File: src/rtl/branch_resolve_unit.sv
// Branch resolution stage: in-order queue of predicted branches, BTB feedback and mispredict flush.
// Optional statistics counters are enabled by defining BRU_STATS_EN.
module branch_resolve_unit #(
    parameter int DEPTH = 4,
    parameter int PTR_W = 2
) (
    input  logic        clk,
    input  logic        reset,
    input  logic        enq_valid,
    output logic        enq_ready,
    input  logic [0:31] enq_PC,
    input  logic        enq_taken,
    input  logic [0:31] enq_predictedPC,
    input  logic        res_valid,
    input  logic        res_taken,
    input  logic [0:31] res_target,
    output logic        fb_en,
    output logic [0:31] fb_PC,
    output logic [0:31] fb_predictedPC,
    output logic        fb_taken,
    output logic        flush,
    output logic [0:31] redirectPC,
`ifdef BRU_STATS_EN
    output logic [0:31] stat_branches,
    output logic [0:31] stat_mispredicts,
`endif
    output logic        res_err
);

    localparam logic [PTR_W:0] C_FULL = (PTR_W+1)'(DEPTH);

    logic [0:31]      r_pc   [DEPTH];
    logic             r_tk   [DEPTH];
    logic [0:31]      r_pred [DEPTH];
    logic [PTR_W-1:0] r_head;
    logic [PTR_W-1:0] r_tail;
    logic [PTR_W:0]   r_count;

    logic             w_enq;
    logic             w_res;
    logic             w_mis;
    logic [0:31]      w_headPC;
    logic             w_headTk;
    logic [0:31]      w_headPred;

    assign w_headPC   = r_pc[r_head];
    assign w_headTk   = r_tk[r_head];
    assign w_headPred = r_pred[r_head];

    // The flush cycle blocks issue so wrong-path branches never enter the queue.
    assign enq_ready = (r_count < C_FULL) && !flush;
    assign w_enq     = enq_valid && enq_ready;
    assign w_res     = res_valid && (r_count != '0);
    assign w_mis     = w_res && ((w_headTk != res_taken) ||
                                 (res_taken && (w_headPred != res_target)));

    always_ff @(posedge clk) begin
        if (reset) begin
            r_head         <= '0;
            r_tail         <= '0;
            r_count        <= '0;
            fb_en          <= 1'b0;
            fb_PC          <= '0;
            fb_predictedPC <= '0;
            fb_taken       <= 1'b0;
            flush          <= 1'b0;
            redirectPC     <= '0;
            res_err        <= 1'b0;
        end else begin
            fb_en   <= w_res;
            flush   <= w_mis;
            res_err <= res_valid && (r_count == '0);

            if (w_res) begin
                fb_PC          <= w_headPC;
                fb_predictedPC <= res_target;
                fb_taken       <= res_taken;
            end

            if (w_mis) begin
                redirectPC <= res_taken ? res_target : (w_headPC + 32'd4);
            end

            if (w_enq) begin
                r_pc[r_tail]   <= enq_PC;
                r_tk[r_tail]   <= enq_taken;
                r_pred[r_tail] <= enq_predictedPC;
            end

            // A mispredict discards everything younger, including a same-cycle enqueue.
            if (w_mis) begin
                r_head  <= '0;
                r_tail  <= '0;
                r_count <= '0;
            end else begin
                if (w_enq) begin
                    r_tail <= r_tail + 1'b1;
                end
                if (w_res) begin
                    r_head <= r_head + 1'b1;
                end
                if (w_enq && !w_res) begin
                    r_count <= r_count + 1'b1;
                end else if (!w_enq && w_res) begin
                    r_count <= r_count - 1'b1;
                end
            end
        end
    end

`ifdef BRU_STATS_EN
    always_ff @(posedge clk) begin
        if (reset) begin
            stat_branches    <= '0;
            stat_mispredicts <= '0;
        end else begin
            if (w_res && (stat_branches != 32'hFFFF_FFFF)) begin
                stat_branches <= stat_branches + 32'd1;
            end
            if (w_mis && (stat_mispredicts != 32'hFFFF_FFFF)) begin
                stat_mispredicts <= stat_mispredicts + 32'd1;
            end
        end
    end
`endif

endmodule

File: config.mk
export PLATFORM = sky130hd
export DESIGN_NAME = branch_resolve_unit
export DESIGN_NICKNAME = d
export VERILOG_FILES = /design/src/rtl/branch_resolve_unit.sv
export SDC_FILE = /design/constraint.sdc
export NUM_CORES = 1
export LEC_CHECK = 0
export ABC_AREA = 1
export CORE_ASPECT_RATIO = 0.8
export CORE_MARGIN = 4
export CORE_UTILIZATION = 35
export DETAILED_ROUTE_END_ITERATION = 8
export DONT_BUFFER_PORTS = 1
export MAX_ROUTING_LAYER = met4
export PLACE_DENSITY = 0.6
export SYNTH_ARGS = -nofsm -noshare
export SYNTH_HDL_FRONTEND = slang
export SYNTH_SLANG_ARGS = --single-unit
export TNS_END_PERCENT = 30
File: constraint.sdc
create_clock -name clk -period 4.4 [get_ports clk]
set_input_delay 0 -clock clk [delete_from_list [all_inputs] [get_ports clk]]
set_output_delay 0 -clock clk [all_outputs]
set_load 0.02 [all_outputs]
[Word level (Yosys, flattened, before mapping)]
Memory sizes are Yosys's and may differ from the RTL's. A register that Yosys moved wholly into a read port is not among the register bits.
Cells that the tools add are included.
Operators by class
  multipliers: 0
  eq/ne operators: 2
  reductions and logical operators: 16
  div/mod/pow operators: 0
  add/sub/neg operators: 5
  bitwise gates (word level): 0
  magnitude comparators: 1
  shift operators: 0
  mux-type cells: 12
Operator list (number)
  $add A32 B3 Y32 const B: 1
  $mux W32: 1
  $ne A32 B32 Y1: 1
  $mux W2: 6
  $logic_and A1 B1 Y1: 8
  $mux W3: 2
  $add A2 B1 Y2 const B: 2
  $add A3 B1 Y3 const B: 1
  $logic_not A1 Y1: 3
  $logic_not A3 Y1: 1
  $lt A3 B3 Y1 const B: 1
  $mux W1: 3
  $reduce_bool A3 Y1: 1
  $sub A3 B1 Y3 const B: 1
  $reduce_bool A2 Y1: 1
  $reduce_or A2 Y1: 1
  $logic_or A1 B1 Y1: 1
  $ne A1 B1 Y1: 1
Storage, ports and cells
  bits in latches: 0
  memories: 3
  ROM bits: 0
  RAM bits: 260
  word-level logic and storage cells: 49
  output and inout port bits: 101
  register bits after elaboration: 107
  input port bits: 102
Memories
  r_pc: depth 4, bits a word 32, rd ports 1, clocked after Yosys merged registers in 1, write ports 1, line 32  | logic [0:31] r_pc [DEPTH];
  r_pred: depth 4, bits a word 32, rd ports 1, clocked after Yosys merged registers in 1, write ports 1, line 34  | logic [0:31] r_pred [DEPTH];
  r_tk: depth 4, bits a word 1, rd ports 1, clocked after Yosys merged registers in 1, write ports 1, line 33  | logic r_tk [DEPTH];

[Depth between registers and ports, before layout]
Gate-level depths: netlist (run 1).
  depth after elaboration: 7
  gate-level depth with buffers: 19
  mapped depth without buffers: 15

[Least setup slack after synthesis (run 1)]
No wires, ideal clock.
  path kind: register -> register
  from: reg flush
  to: mem r_pc[0][0] (netlist bit), enable pin
  path buffers: 0
  setup slack: 110 ps
  data required time: 3912 ps
  stages on the path, launching flop included: 6
  clock period less this slack: 4290 ps
  library setup time: 488 ps
  arrival time: 3801 ps
  cells stage by stage: dfxtp_1 -> nor2_1 -> nand2_1 -> inv_1 -> nand2_1 -> nor2_1
On the way
  word-level cells in the longest chain between the ends: 6
RTL lines
  start, declared: line 21  | output logic flush,
  start signal, assigned: line 71  | flush <= w_mis;
  $logic_not A1 Y1: line 51  | assign enq_ready = (r_count < C_FULL) && !flush;
  $logic_and A1 B1 Y1: line 51
  named net enq_ready: line 10  | output logic enq_ready,
  $logic_and A1 B1 Y1: line 52  | assign w_enq = enq_valid && enq_ready;
  named net w_enq: line 39  | logic w_enq;
  $mux W1: line 84  | if (w_enq) begin
  $mux W1: line 58  | if (reset) begin
  $mux W1 (not written as such): line 85  | r_pc[r_tail] <= enq_PC;
  end, declared: line 32
The timed path passes the listed nets, and every way through them passes these cells.

==> impl_metrics.ini, run 1 <==
[cts]
htreeDepth = 2
clk_pin_slew_ps = 60
cts_tree = yes
cts-root-buf = clkbuf_16
cts_buffers = 40
cts_num_sinks = 369
cts.path.max_buffers = 3
cts_resized = 0
insertion_delay_ps = 570

[yosys]
synth_common_cells = nand2_1 (519), edfxtp_1 (260), nand3_1 (188)
synth_edf_count = 260
synth_most_common_cell = nand2_1
async_reset_ff_share_pct = 0
synth_seq_cells = 369
synth_nets = 1684
yosysTopAreaCellShare_pct = 50.65
yosysWarnings = 0
synth_cell_types = 32
syn-cell-area_mm2 = 0.01541
netlist_top_cells_area = edfxtp_1 (51%), dfxtp_1 (14%), nand2_1 (13%)
yosysSeqAreaShare_pct = 64.81
avgSynthCellArea_um2 = 9.787
synth_top_area_cell = edfxtp_1
synth_cells = 1575
synth_ff_type = edfxtp_1

[cells_and_area]
drive_gt1_share_pct = 6.157
area_delta_synth_final_pct = 19.10
final_nets = 1766
multi_input_area_mm2 = 0.004796
final_cell_count_no_fill = 2257
seq_area_mm2 = 0.009995
nFillCells = 4090

[global_route]
grt_usage_pct = 20.01
grt_max_degree = 132
first_global_vias = 10613
antenna_found_initial = 9
grt_overflow = 0
grt_pass1_wl_um = 70240

[floorplanning]
core-area_mm2 = 0.04331
die_w_um = 242.6
initial_core_util_pct = 35.59
placementRows = 68
die_h_um = 195.7
io_pins = 203
dieArea_mm2 = 0.04748

[setup_path]
cp-end-kind = register
critPathBufInv = 2
required_ps = 4880
critPathTopFamily = simple AND/OR/NAND/NOR gates
r2r_cells = 12
criticalPathCategory = reg -> reg
critPathLaunchType = register
cp_slowest_cell = inv_2
critPathMaxFanout = 42
crit_chain = inv_2 > nand3_1 > nand3b_1 > nand2_1 > nor2_1 > nand2_1 > nor2_1 > nand3_1 > o21ai_4 > buf_4 > nand2_1 > nor2_1
cp.arrival_ps = 3630
r2r_slack_ps = 1250
cp_slowest_stage_delay_ps = 720

[timing]
fmax_mhz = 317.0
clock_skew_ps = 24.96
period_share_pct = 71.69
finalSetupTns_ps = 0
max_slew_margin_pct = 25.09
period_needed_ps = 3154
finalWorstSetupSlack_ps = 1246
hold_viol_final = 0
fin_hold_ws_ps = 147.3
drv_slew = 0
tightest_slew_ps = 1124
rsz0062_at_grt = false
setup_viol = 0

[placement]
dp.cells = 2072
port_buffers = 0
place_ws_ps = 1302
gp_congestion = 0.8764
dp_hpwl_um = 31010

[worst_hold_path]
holdPathStages = 1
hp-class = in -> reg
min_to = r_pred[3][14]
hp-start = enq_predictedPC[17]

[routing]
drc = 0
wl_per_cell_um = 21.21
vias = 11495
drtIter0Drc = 1147
drt-vias-per-instance = 5.093
firstDrtPassIters = 5
wl_um = 47860
ant_nets = 0

[power_and_ir_drop]
power_density_mw_per_mm2 = 592.4
power_mw = 10.88
leakagePower_nw = 7.082
vdd.ir_drop.worst_uv = 338.0

[flow_run]
maxCapViolCount = 0

[status]
status = complete, no violations
## flip-flops by register name, summed over array words and instances (netlist names), named ones only
name and cells:
fb_PC 32, r_pc 128, res_err 1, r_tk 4
fb_predictedPC 32, r_count 3, r_head 2, redirectPC 32
flush 1, fb_en 1, r_tail 2, fb_taken 1
r_pred 128
## layout make-up
cell class / count / area share (%)
Antenna cell: 8 / 0.1090
Clock buffer: 59 / 6.447
Clock inverter: 15 / 1.111
Inverter: 65 / 1.343
Multi-Input combinational cell: 1060 / 26.12
Sequential cell: 369 / 54.44
Tap cell: 560 / 3.817
Timing Repair Buffer: 121 / 6.611
## power breakdown
part	leakage [nW]	internal, mW	total, mW	switching [mW]
combinational	3.14	0.716	2.49	1.77
clock	0.686	2.11	3.51	1.40
sequential	3.25	4.21	4.88	0.671
## per-layer routing
layer / track usage, % / up-vias / share of wire (%)
li1: - / 5487 / -
met1: 27.16 / 5542 / 45
met2: 29.18 / 402 / 44
met3: 6.313 / 64 / 8.7
met4: 5.342 / 0 / 2.4
met5: - / - / 0
## kinds of logic (layout without fill, tap and decap cells)
family | Yosys count | in the layout | share of synthesized area (%)
compound gates | 152 | 152 | 5.122
xor+xnor | 26 | 26 | 1.477
fa+ha+maj | 7 | 7 | 0.6169
buf+inv | 146 | 260 | 4.326
flops | 369 | 369 | 64.81
other cells | 0 | 8 | 0
simple gates | 875 | 875 | 23.65
## placed cells by master (no fill, tap or decap), types with 11 or more instances in the layout
| cell | count |
|---|---|
| a21oi_1 | 57 |
| buf_4 | 15 |
| clkbuf_16 | 41 |
| dfxtp_1 | 107 |
| dlygate4sd3_1 | 102 |
| edfxtp_1 | 260 |
| inv_1 | 61 |
| nand2_1 | 519 |
| nand3_1 | 188 |
| nand3b_1 | 11 |
| nand4_1 | 16 |
| nor2_1 | 119 |
| o21ai_0 | 89 |
| xor2_1 | 19 |
## how the worst max path moves through the flow
stage / start / end / cells after the start
floorplan: flush / r_pc[0][0] / 5
global placement: register / redirectPC[8] / 15
detailed placement: register / register / 12
CTS: register / redirectPC[27] / 13
global route: register / register / 12
finish: register / register / 12
## what timing repair did
action / 4_1_cts / 5_1_grt
setup buffers: 0 / 0
hold buffers: 103 / 0
endpoints found under the hold margin: 330 / 0
## metrics by stage
stage | area, µm² | util, %
final | 18360 | 42.39
after global routing | 18360 | 42.39
after floorplan | 15410 | -
after CTS | 18340 | 42.35
after global placement | 15910 | 36.74
after detailed placement | 15910 | 36.74
Note: power is estimated with default switching activity, not from simulation.
==> inputs of run 2 (changes only) <==
--- a/config.mk
+++ b/config.mk
@@ -5,7 +5,7 @@
 export SDC_FILE = /design/constraint.sdc
 export NUM_CORES = 1
 export LEC_CHECK = 0
-export ABC_AREA = 1
+export ABC_AREA = 0
 export CORE_ASPECT_RATIO = 0.8
 export CORE_MARGIN = 4
 export CORE_UTILIZATION = 35
==> constraint.sdc (replaced) <==
create_clock -name clk -period 3.3 [get_ports clk]
set_input_delay 0 -clock clk [delete_from_list [all_inputs] [get_ports clk]]
set_output_delay 0 -clock clk [all_outputs]
set_load 0.02 [all_outputs]
==> run 2 against run 1 <==
Net effect: synthesized area decreased by 3.2%; sequential share of layout area increased by 0.11 points; cell area decreased by 0.18%; clock power increased by 26%; register-to-register slack got worse by 1100 ps; flip-flop and latch count unchanged; highest routed layer unchanged.
==> impl_metrics.ini, run 2 <==
[status]
status = complete, no violations

[cells_and_area]
final_core_util_pct = 43.64
final_cell_mix = edfxtp_1 (260), nand2_1 (150), dlygate4sd3_1 (124)
area_delta_synth_final_pct = 22.77
mostFrequentLayoutCell = edfxtp_1
reg_top3 = r_pc: 128 flops, r_pred: 128 flops
final_nets = 1282
drive_gt1_share_pct = 15.02
final_cell_area_mm2 = 0.01833

[worst_hold_path]
hp-class = in -> reg

[global_route]
grt_max_degree = 96
first_global_vias = 9309
antenna_found_initial = 12
grt_overflow = 0
grt_usage_pct = 18.91
grt_pass1_wl_um = 62620

[setup_path]
cp.arrival_ps = 3480
cp-end-kind = register
critPathMaxFanout = 23
criticalPathCategory = reg -> reg
critPathLaunchType = register
required_ps = 3680

[routing]
drt-vias-per-instance = 5.237
wl_per_cell_um = 24.69
wl_um = 43760
drc = 0
ant_nets = 0
drtIter0Drc = 865
vias = 9280
firstDrtPassIters = 5

[yosys]
async_reset_ff_share_pct = 0
yosysTopAreaCellShare_pct = 52.31
syn-cell-area_mm2 = 0.01493
synth_edf_count = 260
yosysSeqAreaShare_pct = 66.92
netlist_top_cells_area = edfxtp_1 (52%), dfxtp_1 (15%), mux4_2 (8.9%)
synth_cells = 1031
synth_cell_types = 57
synth_seq_cells = 369
yosysWarnings = 0
synth_common_cells = edfxtp_1 (260), nand2_1 (150), dfxtp_1 (109)
synth_most_common_cell = edfxtp_1
synth_ff_type = edfxtp_1
synth_top_area_cell = edfxtp_1
synth_nets = 1140
avgSynthCellArea_um2 = 14.48

[floorplanning]
dieArea_mm2 = 0.04604
io_pins = 203
core-area_mm2 = 0.04200
initial_core_util_pct = 35.54
die_w_um = 238.9
die_h_um = 192.7
placementRows = 67

[cts]
clk_pin_slew_ps = 60
cts.path.max_buffers = 3
htreeDepth = 2
cts_num_sinks = 369
cts-root-buf = clkbuf_16
cts_tree = yes
cts_buffers = 40
insertion_delay_ps = 540

[power_and_ir_drop]
power_density_mw_per_mm2 = 750.6
vdd.ir_drop.worst_uv = 518.8
leakagePower_nw = 6.023

[timing]
max_slew_margin_pct = 41.02
drv_slew = 0
clock_skew_ps = 21.51
period_share_pct = 94.11
rsz0062_at_grt = false
period_needed_ps = 3106
hold_viol_final = 0
tightest_slew_ps = 883.7
fmax_mhz = 322.0
fin_hold_ws_ps = 26.94
setup_viol = 0
finalSetupTns_ps = 0

[placement]
port_buffers = 0
gp_congestion = 0.8554
dpl-instance-area_mm2 = 0.01563
dp_hpwl_um = 28990

[flow_run]
maxCapViolCount = 0
-- run 2: logic make-up (layout without fill, tap and decap cells) --
family          Yosys count  count (layout)  synth area share (%)
compound gates          167             167                 6.798
xor+xnor                 55              55                 3.227
fa+ha+maj                 7               7                0.6370
buf+inv                  84             258                 3.018
flops                   369             369                 66.92
mux                      89              89                 10.95
other cells               0              15                     0
simple gates            260             260                 8.449
-- run 2: timing repair --
action                                  4_1_cts  5_1_grt
gates resized for setup                       1        3
gates cloned                                  0        1
endpoints found under the setup margin        5       38
pin swaps                                     1        1
buffers inserted                              0        2
hold buffers                                126        0
hold endpoints to repair                    369        0
-- run 2: layout make-up --
cell class	instances	area, µm²
Sequential cell	369	9997
Multi-Input combinational cell	578	4506
Antenna cell	15	37.54
Fill cell	3741	23670
Clock inverter	18	141.4
Clock buffer	56	1155
Inverter	20	75.07
Timing Repair Buffer	164	1724
Tap cell	552	690.7
-- run 2: final timing paths --
check        depth (start not counted)  slack, ps              to  startpoint
min                                  4         30  redirectPC[17]   res_taken
min reg2reg                          2        540        register   r_head[1]
max                                  9        190   redirectPC[2]    register
max reg2reg                          9        190   redirectPC[2]    register
-- run 2: per-layer routing --
layer	global-route usage [%]	vias to the layer above	part of all wire (%)
met5	-	-	0
met4	5.170	0	2.3
met3	6.244	63	9.3
met2	27.26	350	44
met1	25.82	4664	44
li1	-	4203	-
-- run 2: worst max-delay path: stages (launching register included) --
cell and delay, ps:
dfxtp_4 390, buf_12 150, mux4_2 510, xnor2_1 190
nand4_1 180, or4_4 590, nor4_4 390, buf_12 210
nand2b_1 200, o32ai_1 120
-- run 2: per-stage QoR --
step / total power [mW] / setup slack [ps] / cells
after floorplan: 8.294 / 159.6 / 1031
after detailed placement: 9.115 / -15.22 / 1554
after CTS: 13.83 / -19.67 / 1754
after global placement: 9.069 / 49.64 / 1554
final: 13.76 / 194.3 / 1772
after global routing: 14.41 / 43.93 / 1770
-- run 2: power breakdown --
group | switching, mW | total (mW) | internal, mW
sequential | 0.602 | 6.08 | 5.48
clock | 1.80 | 4.41 | 2.61
combinational | 1.87 | 3.27 | 1.40
total | 4.27 | 13.8 | 9.48
